<file path="src/rtl/csa_accumulator.sv">
// Carry-save accumulator: folds TERMS operands into sum/carry registers, then
// resolves the carry-propagate add CHUNK bits per cycle. `CSA_ACC_SIGNED_EN selects sign extension.
module csa_accumulator #(
  parameter int WIDTH = 16,
  parameter int TERMS = 4,
  parameter int CHUNK = 6
) (
  input  logic                                clk,
  input  logic                                rst_n,
  input  logic                                clear,
  input  logic                                in_valid,
  output logic                                in_ready,
  input  logic [WIDTH-1:0]                    in_data,
  output logic                                out_valid,
  input  logic                                out_ready,
  output logic [WIDTH+$clog2(TERMS)-1:0]      out_data,
  output logic                                busy
);

  localparam int ACC_W = WIDTH + $clog2(TERMS);
  localparam int NCH   = ACC_W / CHUNK;
  localparam int CW    = $clog2(TERMS);
  localparam int KW    = (NCH > 1) ? $clog2(NCH) : 1;

  typedef enum logic [1:0] {ACCUM, RESOLVE, OUT} state_t;

  state_t             state;
  logic [ACC_W-1:0]   s, c, r;
  logic               cy;
  logic [CW-1:0]      cnt;
  logic [KW-1:0]      k;

  logic [ACC_W-1:0]   x_ext, s_next, c_next;
  logic [CHUNK:0]     chunk;

  // NOTE: every always_comb output gets a value on every path, so no latch can be inferred.
  always_comb begin
`ifdef CSA_ACC_SIGNED_EN
    x_ext = {{(ACC_W-WIDTH){in_data[WIDTH-1]}}, in_data};
`else
    x_ext = {{(ACC_W-WIDTH){1'b0}}, in_data};
`endif
    s_next = s ^ c ^ x_ext;
    c_next = ((s & c) | (s & x_ext) | (c & x_ext)) << 1;
    // s and c shift right during RESOLVE, so the active chunk is always the low CHUNK bits.
    chunk  = {1'b0, s[CHUNK-1:0]} + {1'b0, c[CHUNK-1:0]} + {{CHUNK{1'b0}}, cy};
  end

  assign in_ready = (state == ACCUM) && !clear;
  assign busy     = (state != ACCUM);
  assign out_data = r;

  // NOTE: sequential state uses non-blocking assignments so all registers update from pre-edge values.
  always_ff @(posedge clk or negedge rst_n) begin
    if (!rst_n) begin
      state     <= ACCUM;
      s         <= '0;
      c         <= '0;
      r         <= '0;
      cy        <= 1'b0;
      cnt       <= '0;
      k         <= '0;
      out_valid <= 1'b0;
    end else if (clear) begin
      state     <= ACCUM;
      s         <= '0;
      c         <= '0;
      cy        <= 1'b0;
      cnt       <= '0;
      k         <= '0;
      out_valid <= 1'b0;
    end else begin
      case (state)
        ACCUM: begin
          if (in_valid) begin
            s <= s_next;
            c <= c_next;
            if (cnt == CW'(TERMS-1)) begin
              cnt   <= '0;
              k     <= '0;
              cy    <= 1'b0;
              state <= RESOLVE;
            end else begin
              cnt <= cnt + 1'b1;
            end
          end
        end
        RESOLVE: begin
          // Resolved chunks enter at the top; after NCH cycles chunk 0 sits at bit 0.
          r  <= (r >> CHUNK) | (ACC_W'(chunk[CHUNK-1:0]) << (ACC_W-CHUNK));
          s  <= s >> CHUNK;
          c  <= c >> CHUNK;
          cy <= chunk[CHUNK];
          if (k == KW'(NCH-1)) begin
            k         <= '0;
            state     <= OUT;
            out_valid <= 1'b1;
          end else begin
            k <= k + 1'b1;
          end
        end
        OUT: begin
          if (out_ready) begin
            state     <= ACCUM;
            out_valid <= 1'b0;
            s         <= '0;
            c         <= '0;
            cnt       <= '0;
          end
        end
        default: state <= ACCUM;
      endcase
    end
  end

endmodule

</file>
<file path="config.mk">
export PLATFORM = sky130hd
export DESIGN_NAME = csa_accumulator
export DESIGN_NICKNAME = d
export VERILOG_FILES = /design/src/rtl/csa_accumulator.sv
export SDC_FILE = /design/constraint.sdc
export NUM_CORES = 1
export LEC_CHECK = 0
export BUFFER_PORTS_ARGS = -buffer_cell sky130_fd_sc_hd__buf_2
export CAP_MARGIN = 20
export CORE_MARGIN = 10
export CORE_UTILIZATION = 57
export CTS_CLUSTER_DIAMETER = 30
export CTS_CLUSTER_SIZE = 28
export DETAILED_ROUTE_END_ITERATION = 16
export PLACE_DENSITY = 0.9
export SYNTH_ARGS = -nofsm -noshare
export SYNTH_HDL_FRONTEND = slang
export SYNTH_SLANG_ARGS = --single-unit
export TNS_END_PERCENT = 20
</file>
<file path="constraint.sdc">
create_clock -name clk -period 3.4 [get_ports clk]
set_input_delay 0.34 -clock clk [delete_from_list [all_inputs] [get_ports clk]]
set_output_delay 0.34 -clock clk [all_outputs]
set_load 0.02 [all_outputs]
</file>
; After elaboration in Yosys (flattened, before gate mapping)
; Cells that the tools add are included.
[totals]
regBits = 62
latchBits = 0
ram_bits = 0
rom_bits = 0
output_inout_bits = 21
elab_cells = 73
memories = 0
[op_classes]
n_addsub = 4
mul = 0
n_div = 0
n_lt_le_gt_ge = 0
n_eq_ne = 8
shift = 0
muxes = 30
bitwise = 9
n_reduce_logical = 14
[op_table]
columns = operator, count
row1 = $pmux W18 S3, 2
row2 = $mux W18, 5
row3 = $and A17 B16 Y17, 2
row4 = $or A17 B17 Y17, 2
row5 = $mux W2, 12
row6 = $or A12 B18 Y18, 1
row7 = $xor A18 B16 Y18, 1
row8 = $xor A18 B18 Y18, 1
row9 = $and A17 B17 Y17, 1
row10 = $reduce_and A3 Y1, 4
row11 = $ne A3 B3 Y1 const B, 3
row12 = $reduce_bool A3 Y1, 3
row13 = $pmux W2 S2, 2
row14 = $add A6 B6 Y7, 1
row15 = $add A7 B1 Y7, 1
row16 = $eq A2 B2 Y1 const B, 3
row17 = $mux W1, 6
row18 = $pmux W2 S3, 1
row19 = $add A2 B1 Y2 const B, 2
row20 = $pmux W1 S2, 2
row21 = $reduce_and A4 Y1, 1
row22 = $reduce_bool A4 Y1, 1
row23 = $ne A3 B2 Y1 const B, 1
row24 = $eq A2 B1 Y1 const B, 1
row25 = 6 further kinds, 6

; Longest topological paths before layout
; Gate-level depths: netlist (run 1).
[logic_depth]
word_depth = 6
ltp_mapped = 9
mapped_depth_nobuf = 8

; Worst setup path after synthesis (run 1)
; No wires, ideal clock.
[synth_path]
path_type = reg2reg
from = register c[0]
to = register cy
setup_ps = 121
arrival_time_ps = 1737
required_time_ps = 3279
slack_ps = 1542
stages_incl_launch_ff = 9
synth_period_minus_slack_ps = 1858
path_cell_list = dfrtp_1 > inv_1 > fa_1 > inv_1 > fa_1 > a21o_1 > a21oi_1 > o21ai_0 > a22o_1
[synth_between]
elab_chain_cells = 4
[synth_rtl]
columns = item, line
row1 = from (decl), 28  ; logic [ACC_W-1:0] s, c, r;
row2 = from (signal assigned), 77  ; c <= c_next;
row3 = from (signal assigned), 92  ; c <= c >> CHUNK;
row4 = $add A6 B6 Y7, 46  ; chunk = {1'b0, s[CHUNK-1:0]} + {1'b0, c[CHUNK-1:0]} + {{CHUNK{1'b0}}, cy};
row5 = $add A7 B1 Y7, 46
row6 = $pmux W1 S2, 73  ; case (state)
row7 = $mux W1, 64  ; end else if (clear) begin
row8 = to (signal assigned), 93  ; cy <= chunk[CHUNK];
row9 = to (decl), 29  ; logic cy;
; Every way passes these cells.
; A chain may end at the register's enable or synchronous reset.

; Final worst setup path (run 1)
[layout_path]
from = register state[1]
to = register s[2]
[layout_between]
elab_chain_cells = 3
[layout_rtl]
columns = item, line
row1 = from (decl), 27  ; state_t state;
row2 = from (signal assigned), 56  ; state <= ACCUM;
row3 = from (signal assigned), 65  ; state <= ACCUM;
row4 = from (signal assigned), 82  ; state <= RESOLVE;
row5 = "$eq A2 B2 Y1, or another cell as far along", 73
row6 = "$ne A3 B3 Y1 (no line), or another cell as far along", n/a
row7 = $reduce_and A3 Y1 (no line) or $mux W18 (tied branches), n/a
row8 = to (signal assigned), 76  ; s <= s_next;
row9 = to (signal assigned), 91  ; s <= s >> CHUNK;
row10 = to (decl), 28
; Several ways; a longest one is shown, not always the timed one.

==> metrics.cfg, run 1 <==
[run_status]
outcome = completed

[drt]
wl_per_cell_um = 15.5
initialDrtViolationCount = 171
vias = 2451
first_pass_iters = 4
detail-route-antenna-nets = 0
vias_per_cell = 5.55
route.detailed.drc = 0
drt-total-wl_um = 6850

[cts]
cts-root-buf = clkbuf_8
cts_tree = done
clkSlewWorstSetupHoldPaths_ns = 0.07
clock_latency_ns = 0.34
postCtsResizedCells = 0
cts-buffers-inserted = 9
cts_hold_buf = 0
cts_sinks = 62
cts_max_path_buffers = 2
cts-htree-levels = 3
cts_setup_buffers = 0

[timing]
hold_viol_final = 0
tns_ns = 0
rsz0062_at_grt = no
drv_slew = 0
relSlewSlack_pct = 29.7
hold_ws_ns = 0.131
clock_skew_ns = 0.00353
tightest_slew_ns = 1.05
finalCritPeriodShare_pct = 64.4
layout_min_cycle_time_ns = 2.19
fmax_ghz = 0.456
setup_viol_count_final = 0

[yosys]
synthesis.nets = 379
synth_seq_area_share_pct = 46.6
syn_inst = 330
synth-main-ff-cell = dfrtp_1
async_flop_share_pct = 100
yosysUniqueCellTypes = 45
synth_edf_count = 0
ys_ff_latch = 62
yosysWarnings = 0
synth_area_um2 = 3330
syn-mean-instance-area_um2 = 10.1

[global_route]
grt_first_pass_wirelength_um = 11500
grt_util_all_layers_pct = 15.8
gr-total-overflow = 0
grt_max_degree = 71
antenna_found_initial = 0
grt_pass1_vias = 2483

[cells_and_area]
antenna_cells = 0
fillers = 417
syn2layout_area_growth_pct = 13.4
multi_input_area_um2 = 1580
final_net_count = 414
seq_area_um2 = 1550
layout-drive-gt1-share_pct = 18.6

[hold_path]
min_path_type = input port to asynchronous set/reset pin

[power_and_ir_drop]
max-vdd-ir-drop_uv = 349
powerDensity_nw_per_um2 = 677
p_total_mw = 2.56
power_leakage_nw = 1.82

[critical_path]
critPathRequiredTime_ns = 3.66
worstPathMaxFanout = 24
cp-end-kind = flip-flop
cp.arrival_ns = 2.46
cp_cell_sequence = inv_1 -> ha_1 -> nor2b_1 -> and2_1 -> a22oi_1 -> o21ai_1
startpoint_type = flip-flop
slowest_stage = and2_1
max_stage_delay_ns = 0.72
path_class = flip-flop to flip-flop

[placed_design]
gp_congestion = 0.773
port_buffers = 41
dp_hpwl_um = 4910

[floorplan]
dieArea_um2 = 9300
core-area_um2 = 5570
die_h_um = 96.5
rows = 27
fp.dieW_um = 96.5
io_pins = 42
initial_core_util_pct = 59.8

[run]
drv_cap = 0

## state kept, by name, summed over array words and instances (netlist names)
register,cells
s,18
state,2
cnt,2
out_valid,1
cy,1
c,18
out_data,18
k,2
## cells in the final DEF (no fill, tap or decap), types with 4 or more instances in the layout
cell type,n
a21oi_1,6
a22oi_1,22
buf_2,41
clkbuf_8,9
dfrtp_1,62
fa_1,18
ha_1,10
inv_1,21
nand2_1,84
nor3_1,4
o21ai_0,13
o21ai_1,20
o31ai_1,9
## Yosys cell counts (all sizes together) (2+ instances only)
master	n	share of area [%]
a22oi	22	5.0
a221oi	3	0.79
inv	21	2.4
nor2	2	0.30
o21ai	33	5.0
nor2b	3	0.56
clkbuf	8	0.98
a21oi	7	1.4
mux2	4	1.5
a22o	2	0.53
nand2	84	9.5
ha	10	3.8
buf	12	2.6
o21a	3	0.68
fa	18	11
o31ai	9	2.0
nand2b	3	0.79
dfrtp	62	47
or2	2	0.38
xnor2	2	0.53
nor3	4	0.60
## metrics by stage
| stage | util [%] | area [um^2] | worst slack [ns] | instances |
|---|---|---|---|---|
| final | 67.8 | 3780 | 1.21 | 442 |
| after floorplan | - | 3330 | 1.54 | 330 |
| after detailed placement | 63.3 | 3530 | 1.29 | 426 |
| after global placement | 63.3 | 3530 | 1.35 | 426 |
| after global routing | 67.8 | 3780 | 1.04 | 442 |
| after CTS | 67.8 | 3780 | 1.22 | 442 |
## logic make-up after synthesis
logic type | after synthesis | synth area share, %
and+or+nand+nor | 106 | 13.7
AOI/OAI and AO/OA | 86 | 16.9
DFF | 62 | 46.6
buffers and inverters | 41 | 5.93
adders and majority gates | 28 | 14.6
muxes | 5 | 1.76
xor gates and xnor gates | 2 | 0.526
## critical path: cells and delay by family (launching register included)
kind	cells	cell delay [ns]
AND/OR/NAND/NOR	2	0.92
AO/OA/AOI/OAI	2	0.41
flip-flops	1	0.38
adder cells (fa/ha/maj)	1	0.29
buffers and inverters	1	0.10
## routing by layer
metal  vias to the layer above  track usage [%]  part of all wire (%)
li1                       1197                -                     -
met5                         -                0                     0
met3                         9             5.17                   6.8
met1                      1191             19.9                    43
met4                         0             5.33                   1.1
met2                        54             25.0                    49
## path summary, 6_finish.rpt
path                                   from     endpoint  slack [ns]  depth (start not counted)
min in group clk                      clear    out_valid        0.39                          2
max in group asynchronous             rst_n        c[15]        2.44                          2
worst min-delay path                  rst_n       cnt[0]        0.13                          1
worst min register to register  out_data[1]  out_data[1]        0.47                          2
worst max-delay path               state[1]         s[2]        1.21                          6
worst max register to register     state[1]         s[2]        1.21                          6
## where the power goes
| group | switching [mW] | total, mW | internal [mW] |
|---|---|---|---|
| Combinational | 0.407 | 0.693 | 0.286 |
| Clock | 0.308 | 0.797 | 0.489 |
| Sequential | 0.158 | 1.07 | 0.908 |
| Total | 0.874 | 2.56 | 1.68 |
## final cells by class
cell class / count / share of cell area, %
Multi-Input combinational cell: 227 / 41.9
Tap cell: 72 / 2.38
Clock inverter: 7 / 3.25
Sequential cell: 62 / 41.1
Timing Repair Buffer: 44 / 6.03
Inverter: 21 / 2.09
Clock buffer: 9 / 3.28
Note: power is estimated with default switching activity, not from simulation.
==> run 2, diff against run 1 <==
==> constraint.sdc (replaced) <==
create_clock -name clk -period 2.2 [get_ports clk]
set_input_delay 0.22 -clock clk [delete_from_list [all_inputs] [get_ports clk]]
set_output_delay 0.22 -clock clk [all_outputs]
set_load 0.02 [all_outputs]
==> run 2 against run 1 <==
  * Clock skew is 0.00074 ns higher
  * Sequential share of layout area down 0.32 points
  * First-iteration DRC count shrank 27%
  * Die area unchanged
==> metrics.cfg, run 2 (synthesis gave the netlist of run 1 again) <==
[run_status]
outcome = completed

[floorplan]
die_h_um = 96.5  ; unchanged
initial_core_util_pct = 59.8  ; unchanged
fp.dieW_um = 96.5  ; unchanged
rows = 27  ; unchanged
io_pins = 42  ; unchanged
dieArea_um2 = 9300  ; unchanged
core-area_um2 = 5570  ; unchanged

[cells_and_area]
layout-drive-gt1-share_pct = 19.3  ; +0.60 points
final_common_cell = nand2_1
syn2layout_area_growth_pct = 14.3
final_net_count = 418  ; +0.97%
final_cell_mix = nand2_1, dfrtp_1, buf_2, a22oi_1, inv_1
fin_util_pct = 68.3  ; +0.54 points
fillers = 422  ; +1.2%
antenna_cells = 0  ; unchanged

[timing]
hold_viol_final = 0  ; unchanged
rsz0062_at_grt = no
fmax_ghz = 0.496  ; +8.6%
drv_slew = 0  ; unchanged
relSlewSlack_pct = 53.1  ; +23 points
layout_min_cycle_time_ns = 2.02  ; -0.173 ns
finalCritPeriodShare_pct = 91.7  ; +27 points
clock_skew_ns = 0.00428  ; +0.000745 ns
setup_viol_count_final = 0  ; unchanged
tightest_slew_ns = 0.703  ; -0.350 ns
tns_ns = 0  ; unchanged

[power_and_ir_drop]
powerDensity_nw_per_um2 = 997  ; +47%
max-vdd-ir-drop_uv = 550  ; +58%
power_leakage_nw = 1.85  ; +1.5%
p_total_mw = 3.79  ; +48%

[drt]
wl_per_cell_um = 15.3  ; -1.3%
vias = 2473  ; +0.90%
initialDrtViolationCount = 124  ; -27%
route.detailed.drc = 0  ; unchanged
vias_per_cell = 5.54  ; about the same
first_pass_iters = 5  ; +1
detail-route-antenna-nets = 0  ; unchanged
drt-total-wl_um = 6820  ; -0.37%

[global_route]
antenna_found_initial = 0  ; unchanged
grt_pass1_vias = 2554  ; +2.9%
gr-total-overflow = 0  ; unchanged
grt_max_degree = 71  ; unchanged
grt_first_pass_wirelength_um = 11800  ; +2.1%
grt_util_all_layers_pct = 15.9  ; +0.18 points

[critical_path]
startpoint_type = flip-flop
worstPathMaxFanout = 3  ; -88%
cp.arrival_ns = 2.25  ; -0.21 ns
path_class = flip-flop to flip-flop
cp-end-kind = flip-flop
critPathRequiredTime_ns = 2.43  ; -1.23 ns

[cts]
cts_setup_buffers = 0  ; unchanged
cts-buffers-inserted = 9  ; unchanged
clkSlewWorstSetupHoldPaths_ns = 0.07  ; about the same
clock_latency_ns = 0.34  ; about the same
cts_sinks = 62  ; unchanged
cts-htree-levels = 3  ; unchanged
cts_max_path_buffers = 2  ; unchanged
cts-root-buf = clkbuf_8
cts_tree = done

[placed_design]
port_buffers = 41  ; unchanged
gp_congestion = 0.811  ; +4.9%
dp_hpwl_um = 4860  ; -0.97%

[hold_path]
min_path_type = input port to flip-flop

[run]
drv_cap = 0  ; unchanged

-- run 2: changes by cell type in the layout (fill, tap and decap cells not counted) --
cell           change
clkbuf_8           +4
buf_4              +1
dlygate4sd3_1      +1
buf_12             +2
bufinv_16          -2
clkinvlp_4         -2
clkinv_4           -2
clkinv_2           +2
-- run 2: what timing repair did --
item / in CTS / in global routing
endpoints found under the setup margin: 0 / 0
gates resized for setup: 0 / 0
hold buffers: 1 / 0
endpoints found under the hold margin: 29 / 0
-- run 2: power breakdown --
group / internal [mW] / switching [mW] / total (mW)
registers: 1.40 / 0.241 / 1.65
logic: 0.455 / 0.618 / 1.07
clock network: 0.643 / 0.433 / 1.08
total: 2.50 / 1.29 / 3.79
-- run 2: cell type report --
class | count | area (um^2) | area share (%)
Clock buffer | 13 | 179 | 4.70
Clock inverter | 3 | 40.0 | 1.05
Sequential cell | 62 | 1550 | 40.7
Inverter | 21 | 78.8 | 2.07
Timing Repair Buffer | 48 | 285 | 7.49
Tap cell | 72 | 90.1 | 2.37
Multi-Input combinational cell | 227 | 1580 | 41.6
-- run 2: path summary, 6_finish.rpt --
kind,from,endpoint,slack [ns],depth (start not counted)
max reg2reg,c[0],cy,0.18,8
max,c[0],cy,0.18,8
min reg2reg,out_data[4],out_data[4],0.47,2
min,clear,out_valid,0.29,2
min in group asynchronous,rst_n,out_valid,0.46,2
max in group asynchronous,rst_n,s[13],1.12,3
-- run 2: through the flow --
stage | setup slack, ns | area (um^2) | std cells | hold slack, ns
after detailed placement | 0.187 | 3580 | 429 | 0.306
after CTS | 0.170 | 3810 | 446 | 0.276
after global placement | 0.298 | 3580 | 429 | 0.293
after floorplan | 0.342 | 3330 | 330 | -0.0756
final | 0.182 | 3810 | 446 | 0.287
after global routing | 0.0391 | 3810 | 446 | 0.311
-- run 2: layer usage --
layer | GRT usage (%) | part of all wire, % | vias up
met5 | 0 | 0 | -
met4 | 5.69 | 1.3 | 0
met3 | 6.17 | 8.5 | 14
met2 | 26.2 | 49 | 68
met1 | 18.6 | 41 | 1187
li1 | - | - | 1204
-- run 2: critical path, cell delays in order, from the launching register on --
cell and delay, ns:
dfrtp_1 0.42, inv_1 0.10, fa_1 0.20, inv_1 0.06, fa_1 0.39, a21o_1 0.19, a21oi_1 0.20, o21ai_0 0.13
a22o_1 0.22
==> run 3, diff against run 2 <==
--- a/config.mk
+++ b/config.mk
@@ -5,7 +5,7 @@
 export SDC_FILE = /design/constraint.sdc
 export NUM_CORES = 1
 export LEC_CHECK = 0
-export BUFFER_PORTS_ARGS = -buffer_cell sky130_fd_sc_hd__buf_2
+export BUFFER_PORTS_ARGS = -buffer_cell sky130_fd_sc_hd__buf_4
 export CAP_MARGIN = 20
 export CORE_MARGIN = 10
 export CORE_UTILIZATION = 57
==> run 3 against run 2 <==
  * Power is 1.6% lower
  * Cell area grew 1.5%
  * Setup slack better by 0.027 ns
  * Clock power shrank 14%
  * Via count is 0.65% lower
==> metrics.cfg, run 3 (synthesis gave the netlist of run 1 again) <==
[run_status]
outcome = completed

[timing]
tightest_slew_ns = 0.776  ; +0.0730 ns
setup_slack_ns = 0.209  ; +0.0267 ns
finalCritPeriodShare_pct = 90.5  ; -1.2 points
layout_min_cycle_time_ns = 1.99  ; -0.0267 ns
clock_skew_ns = 0.00617  ; +0.00189 ns
fmax_ghz = 0.502  ; +1.3%
drv_slew = 0  ; unchanged
setup_viol_count_final = 0  ; unchanged
hold_viol_final = 0  ; unchanged
rsz0062_at_grt = no
tns_ns = 0  ; unchanged
relSlewSlack_pct = 48.3  ; -4.9 points

[power_and_ir_drop]
max-vdd-ir-drop_uv = 494  ; -10%
power_leakage_nw = 1.85  ; about the same
powerDensity_nw_per_um2 = 966  ; -3.0%

[cells_and_area]
syn2layout_area_growth_pct = 16.0
final_common_cell = nand2_1
final_cell_mix = nand2_1, dfrtp_1, buf_4, a22oi_1, inv_1
layout-drive-gt1-share_pct = 19.3  ; unchanged
antenna_cells = 0  ; unchanged
final_net_count = 418  ; unchanged
fillers = 444  ; +5.2%

[drt]
drt-total-wl_um = 7110  ; +4.3%
wl_per_cell_um = 15.9  ; +4.3%
vias_per_cell = 5.51  ; -0.65%
first_pass_iters = 5  ; unchanged
vias = 2457  ; -0.65%
route.detailed.drc = 0  ; unchanged
initialDrtViolationCount = 114  ; -8.1%
detail-route-antenna-nets = 0  ; unchanged

[global_route]
grt_use_met2_pct = 27.7  ; +1.4 points
gr-total-overflow = 0  ; unchanged
grt_first_pass_wirelength_um = 12000  ; +2.3%
grt_max_degree = 63  ; -11%
grt_use_met3_pct = 5.24  ; -0.93 points
antenna_found_initial = 0  ; unchanged
grt_util_all_layers_pct = 16.4  ; +0.40 points
busiest_layer = met2
grt_pass1_vias = 2668  ; +4.5%
use_met1_pct = 18.9  ; +0.30 points

[critical_path]
max_stage_delay_ns = 0.41  ; about the same
r2r_end = cy
cp_cell_sequence = inv_1 -> fa_1 -> inv_1 -> fa_1 -> a21o_1 -> a21oi_1 -> o21ai_0 -> a22o_1
cp-end-kind = flip-flop
worstPathMaxFanout = 3  ; unchanged
r2r_start = c[0]
critPathRequiredTime_ns = 2.43  ; about the same
rrSetupSlack_ns = 0.21  ; +0.03 ns
cp.arrival_ns = 2.22  ; -0.03 ns
slowest_stage = dfrtp_1
startpoint_type = flip-flop
path_class = flip-flop to flip-flop
r2r_cells = 8  ; unchanged

[cts]
cts-htree-levels = 3  ; unchanged
clock_latency_ns = 0.34  ; about the same
cts-root-buf = clkbuf_8
cts_max_path_buffers = 2  ; unchanged
cts_tree = done
clkSlewWorstSetupHoldPaths_ns = 0.07  ; about the same
cts_sinks = 62  ; unchanged
cts-buffers-inserted = 9  ; unchanged
cts_setup_buffers = 0  ; unchanged
postCtsResizedCells = 0  ; unchanged

[placed_design]
port_buffers = 41  ; unchanged
place_ws_ns = 0.219  ; +0.0314 ns
gp_congestion = 0.844  ; +4.1%
dp_hpwl_um = 5080  ; +4.6%

[hold_path]
min_path_type = input port to flip-flop
hold_path_end = out_valid
min_from = clear
hold_depth = 2  ; unchanged

[floorplan]
rows = 27  ; unchanged
fp.dieW_um = 96.5  ; unchanged
io_pins = 42  ; unchanged
dieArea_um2 = 9300  ; unchanged
initial_core_util_pct = 59.8  ; unchanged
core-area_um2 = 5570  ; unchanged
die_h_um = 96.5  ; unchanged

[run]
drv_cap = 0  ; unchanged

run 3: cell count changes in the layout (fill, tap and decap cells not counted), sizes merged:
| cell | before | now |
|---|---|---|
| bufinv | 1 | 0 |
| clkbuf | 13 | 12 |
| clkinv | 2 | 4 |
run 3: where the power goes:
group / switching, mW / total, mW / internal [mW] / leakage [nW]
Combinational: 0.633 / 1.15 / 0.519 / 0.910
Clock: 0.435 / 0.928 / 0.493 / 0.102
Sequential: 0.251 / 1.65 / 1.40 / 0.837
Total: 1.32 / 3.73 / 2.42 / 1.85
run 3: routing by layer:
metal	vias to the layer above	share of wire, %
met3	11	6.4
met4	0	1.4
li1	1201	-
met2	50	50
met1	1195	42
met5	-	0
run 3: layout make-up:
cell class	instances	area [um^2]	share of cell area [%]
Tap cell	72	90.1	2.33
Timing Repair Buffer	48	375	9.72
Multi-Input combinational cell	227	1580	41.0
Clock buffer	12	165	4.27
Clock inverter	4	20.0	0.518
Inverter	21	78.8	2.04
Sequential cell	62	1550	40.2
run 3: timing repair:
action / CTS / global route
hold buffers: 1 / 0
endpoints found under the setup margin: 0 / 0
endpoints found under the hold margin: 62 / 0
run 3: how the worst max path moves through the flow:
stage / startpoint / to
final: c[0] / cy
after CTS: c[0] / cy
after detailed placement: c[0] / cy
after floorplan: c[0] / cy
after global placement: c[0] / cy
after global routing: c[0] / cy
run 3: critical path: cells and delay by family, from the launching register on:
| kind | cells | cell delay [ns] |
|---|---|---|
| buf+inv | 2 | 0.15 |
| fa+ha+maj | 2 | 0.58 |
| flops | 1 | 0.41 |
| compound gates | 4 | 0.73 |
run 3: through the flow:
stage | instance area, um^2 | hold WS (ns) | cells | utilization [%] | power, mW
floorplan | 3330 | -0.0756 | 330 | - | 2.37
global placement | 3670 | 0.346 | 429 | 65.8 | 2.73
detailed placement | 3670 | 0.352 | 429 | 65.8 | 2.83
CTS | 3860 | 0.177 | 446 | 69.3 | 3.77
global route | 3860 | 0.213 | 446 | 69.3 | 3.97
finish | 3860 | 0.186 | 446 | 69.3 | 3.73
